## config.mk

```make
export PLATFORM = sky130hd
export DESIGN_NAME = video_pixel_shifter
export DESIGN_NICKNAME = d
export VERILOG_FILES = /design/src/rtl/video_pixel_shifter.sv
export SDC_FILE = /design/constraint.sdc
export NUM_CORES = 1
export LEC_CHECK = 0
export BUFFER_PORTS_ARGS = -buffer_cell sky130_fd_sc_hd__buf_2
export CAP_MARGIN = 0
export CORE_MARGIN = 3
export CORE_UTILIZATION = 40
export DETAILED_ROUTE_END_ITERATION = 7
export PLACE_DENSITY_LB_ADDON = 0.15
export SLEW_MARGIN = 20
export SYNTH_ARGS = -nofsm -noshare
export SYNTH_HDL_FRONTEND = slang
export SYNTH_SLANG_ARGS = --single-unit
export TNS_END_PERCENT = 10
```

## constraint.sdc

```tcl
create_clock -name CLK_n -period 2.6 [get_ports CLK_n]
set_input_delay 0.13 -clock CLK_n [delete_from_list [all_inputs] [get_ports CLK_n]]
set_output_delay 0.13 -clock CLK_n [all_outputs]
set_load 0.01 [all_outputs]
```

## src/rtl/video_pixel_shifter.sv

```systemverilog
// Pixel shifter: captures video RAM bytes, serialises them into pens by
// screen mode, and maps pens through the ink/border palette to a
// registered hardware colour.
module video_pixel_shifter #(
  parameter logic [4:0] BLANK_COLOUR = 5'h14,
  parameter logic [4:0] RESET_INK    = 5'h14
) (
  input  logic       CLK_n,
  input  logic       RESET_n,
  input  logic [7:0] DATA,
  input  logic       LOAD,
  input  logic       SHIFT,
  input  logic       KEEP,
  input  logic       COLOUR_KEEP,
  input  logic       INK_SEL,
  input  logic       BORDER_SEL,
  input  logic       MODE_IS_0,
  input  logic       MODE_IS_2,
  input  logic       PAL_WR,
  input  logic [4:0] PAL_SEL,
  input  logic [4:0] PAL_DATA,
  output logic [4:0] COLOUR,
  output logic [3:0] PEN
);

  typedef enum logic [1:0] {
    MODE_0 = 2'd0,
    MODE_1 = 2'd1,
    MODE_2 = 2'd2
  } mode_t;

  logic [7:0] sr;
  logic [4:0] ink [16];
  logic [4:0] border;
  mode_t      mode;
  logic [3:0] pen_dec;

  // Screen mode select; mode 2 wins when both flags are set
  always_comb begin
    mode = MODE_1;
    if (MODE_IS_2) begin
      mode = MODE_2;
    end else if (MODE_IS_0) begin
      mode = MODE_0;
    end
  end

  // Pen decode from the current shift-register contents
  always_comb begin
    pen_dec = '0;
    case (mode)
      MODE_2:  pen_dec = {3'b000, sr[7]};
      MODE_0:  pen_dec = {sr[1], sr[5], sr[3], sr[7]};
      default: pen_dec = {2'b00, sr[3], sr[7]};
    endcase
  end

  // Shift register: load has priority over shift; otherwise hold
  always_ff @(posedge CLK_n or negedge RESET_n) begin
    if (!RESET_n) begin
      sr <= '0;
    end else if (LOAD) begin
      sr <= DATA;
    end else if (SHIFT) begin
      sr <= {sr[6:0], 1'b0};
    end else if (KEEP) begin
      sr <= sr;
    end
  end

  // Pen register; COLOUR_KEEP stretches the current pixel
  always_ff @(posedge CLK_n or negedge RESET_n) begin
    if (!RESET_n) begin
      PEN <= '0;
    end else if (!COLOUR_KEEP) begin
      PEN <= pen_dec;
    end
  end

  // Colour register: border over ink over blank, using the pre-update pen
  always_ff @(posedge CLK_n or negedge RESET_n) begin
    if (!RESET_n) begin
      COLOUR <= BLANK_COLOUR;
    end else if (BORDER_SEL) begin
      COLOUR <= border;
    end else if (INK_SEL) begin
      COLOUR <= ink[PEN];
    end else begin
      COLOUR <= BLANK_COLOUR;
    end
  end

  // Palette registers written from the CPU side; reads see the old value
  // on the write edge because the colour register samples before update
  always_ff @(posedge CLK_n or negedge RESET_n) begin
    if (!RESET_n) begin
      border <= RESET_INK;
      for (int unsigned i = 0; i < 16; i++) begin
        ink[i] <= RESET_INK;
      end
    end else if (PAL_WR) begin
      if (PAL_SEL[4]) begin
        border <= PAL_DATA;
      end else begin
        ink[PAL_SEL[3:0]] <= PAL_DATA;
      end
    end
  end

endmodule

```

==> metrics.md <==
| Metric | Value |
|---|---|
| Status | `complete, no violations` |
| Via count | `2,812` |
| Final setup fails | `0` |
| Router iterations before antenna repair | `4` |
| WS Path Type | `reg -> reg` |
| Clock sink count | `102` |
| Vias in the first global route | `2,924` |
| H-Tree Depth | `3` |
| Num CTS Buffers | `9` |
| Clk_skew | `6.12 ps` |
| CP Data Required Time | `2830 ps` |
| GRT overflow | `0` |
| Pre-CTS setup slack | `632 ps` |
| Critical-path maximum fanout | `13` |
| Synthesis-stage register bit count | `102` |
| Via-to-Cell Ratio | `5.33` |
| Leading cell types in the layout, fill and taps excluded | `mux2_2, dfrtp_1, dfstp_2, buf_2, nand2_1` |
| Synthesized Nets | `367` |
| Clock root buffer | `clkbuf_16` |
| RSZ-0062 raised after global routing | `no` |
| Antenna diode count | `0` |
| Slew at the pin with the worst max-slew slack | `845 ps` |
| Type of the most critical hold path | `in -> reg` |
| CTS resizes | `0` |
| Final worst setup slack | `642 ps` |
| Synthesized area | `0.00472 sq mm` |
| Final Core Density | `47.3%` |
| Initial antenna violation count | `0` |
| Global Route Usage Sum | `16.3%` |
| Number of fill cells | `1,076` |
| Area grow syn2layout | `15.1%` |
| Setup Buffers After CTS | `0` |
| Largest net degree at the start of global routing | `66` |
| Latest clock arrival within the worst-skew pair | `350 ps` |
| Core footprint | `0.0115 sq mm` |
| Share of layout cells above drive strength 1 | `48.3%` |
| Die area | `0.0131 sq mm` |
| Final ANT Viol Nets | `0` |
| Critical Path Start Type | `flip-flop` |
| First-pass GRT wire length | `16.1 mm` |
| Leak pwr | `2.34 nW` |
| Dpl hpwl | `6.86 mm` |
| CTS tree | `built` |
| Cells after Synth | `338` |
| Hold_buf cts | `9` |
| Chip Height | `115 microns` |
| Die width | `115 microns` |
| Nets | `409` |
| Initial core utilization | `41.1%` |
| Synth cell types | `29` |
| VDD IR max | `0.000538 V` |
| Arrival @ worst endpoint | `2180 ps` |
| Power Dens Cells | `750 mW/mm^2` |
| Final hold violation count | `0` |
| Final Non-Filler Cells | `528` |
| Final Max Tran Viols | `0` |
| Initial DRC count | `94` |
| Critical Path End Type | `flip-flop` |
| Port Buffer Count | `36` |
| Hold Worst Slack | `58.4 ps` |
| Rel. slew slack | `43.7%` |
| Fmax | `0.511 GHz` |
| Drc violations | `0` |
| Fin crit period | `1960 ps` |
| Crit share post-route | `75.3%` |
| Seq/Total Area, Yosys | `55.1%` |
| Setup TNS Final | `0 ps` |
| Placed cell count | `503` |
| Mean routed wirelength per cell | `18.7 microns` |
| Max Cap Viol | `0` |
| Warning count from the yosys run | `0` |
| Ports | `38` |
| Clock transition at the registers of the reported paths | `70 ps` |
| Deepest clock path buffer count | `2` |
| DRT Wirelength | `9.85 mm` |
| Commonest non-fill, non-tap cell in the layout | `mux2_2` |
| Mapped Avg Cell Area | `14.0 sq um` |
| Cell Rows | `39` |
| Gpl congestion | `0.775` |
==> metal layers <==
| layer | GRT usage, % | vias up | routed length [microns] | part of all wire (%) |
|---|---|---|---|---|
| met1 | 22.1 | 1450 | 4670 | 47 |
| met2 | 25.5 | 36 | 4750 | 48 |
| li1 | - | 1318 | - | - |
| met5 | 0 | - | 0 | 0 |
| met3 | 4.81 | 8 | 333 | 3.4 |
| met4 | 4.28 | 0 | 100 | 1.0 |
==> flip-flops by register name, summed over array words and instances (netlist names) <==
name,cells
COLOUR,5
PEN,4
border,5
ink,80
sr,8
==> where the power goes <==
part | internal (mW) | total, mW | switching (mW)
clock | 0.755 | 1.32 | 0.566
sequential | 1.94 | 2.10 | 0.157
combinational | 0.386 | 0.650 | 0.264
total | 3.09 | 4.07 | 0.986
==> path summary, 6_finish.rpt <==
check | from | to | slack [ps] | cells past startpoint
min in group asynchronous | RESET_n | ink[70] | 430 | 2
worst max register to register | PEN[0] | COLOUR[0] | 640 | 4
worst min register to register | border[2] | COLOUR[2] | 460 | 2
worst min-delay path | BORDER_SEL | COLOUR[2] | 60 | 2
worst max-delay path | PEN[0] | COLOUR[0] | 640 | 4
max in group asynchronous | RESET_n | ink[12] | 1420 | 3
==> per-stage QoR <==
stage	power [mW]	instance area (sq um)
finish	4.07	5430
global route	4.29	5430
CTS	4.13	5430
detailed placement	2.78	5040
global placement	2.75	5040
floorplan	2.56	4720
==> worst max-delay path: stages (launching register included) <==
cell and delay (ps):
dfrtp_1 690, mux4_1 630, mux2_2 270, a22oi_1 150, o21ai_1 90
==> layout make-up <==
class                      count  area [sq um]  area share [%]
clock inverter                 3          15.0           0.277
timing repair buffer          50           323            5.95
sequential                   102          2600            47.8
multi-input combinational    215          2030            37.3
clock buffer                  13           282            5.19
inverter                       2          7.51           0.138
tap                          143           179            3.30
==> cells in the mapped netlist <==
library cell / count / area (sq um)
mux2_2: 83 / 935
dfrtp_1: 66 / 1650
dfstp_2: 36 / 946
nand2_1: 27 / 101
mux2i_1: 23 / 230
clkbuf_1: 12 / 45.0
o21ai_0: 11 / 55.1
nor2b_1: 9 / 56.3
nand3_1: 8 / 40.0
a22oi_1: 7 / 52.6
mux4_2: 7 / 158
buf_2: 6 / 30.0
mux2_1: 6 / 67.6
mux4_1: 5 / 131
nand2b_1: 4 / 25.0
nor2_1: 4 / 15.0
nor3_1: 4 / 20.0
and3_1: 3 / 18.8
o21ai_1: 3 / 15.0
a32oi_1: 2 / 17.5
and4bb_2: 2 / 25.0
inv_1: 2 / 7.51
nor4_1: 2 / 12.5
a22oi_2: 1 / 12.5
buf_6: 1 / 11.3
nand3b_1: 1 / 7.51
nand4b_1: 1 / 8.76
nor4b_2: 1 / 15.0
or3_1: 1 / 6.26
==> cell families after synthesis <==
group | count (synthesis) | synth area share (%)
mux | 124 | 32.3
flops | 102 | 55.1
simple gates | 67 | 7.45
compound gates | 24 | 3.24
buf+inv | 21 | 1.99
Note: power is estimated with default switching activity, not from simulation.
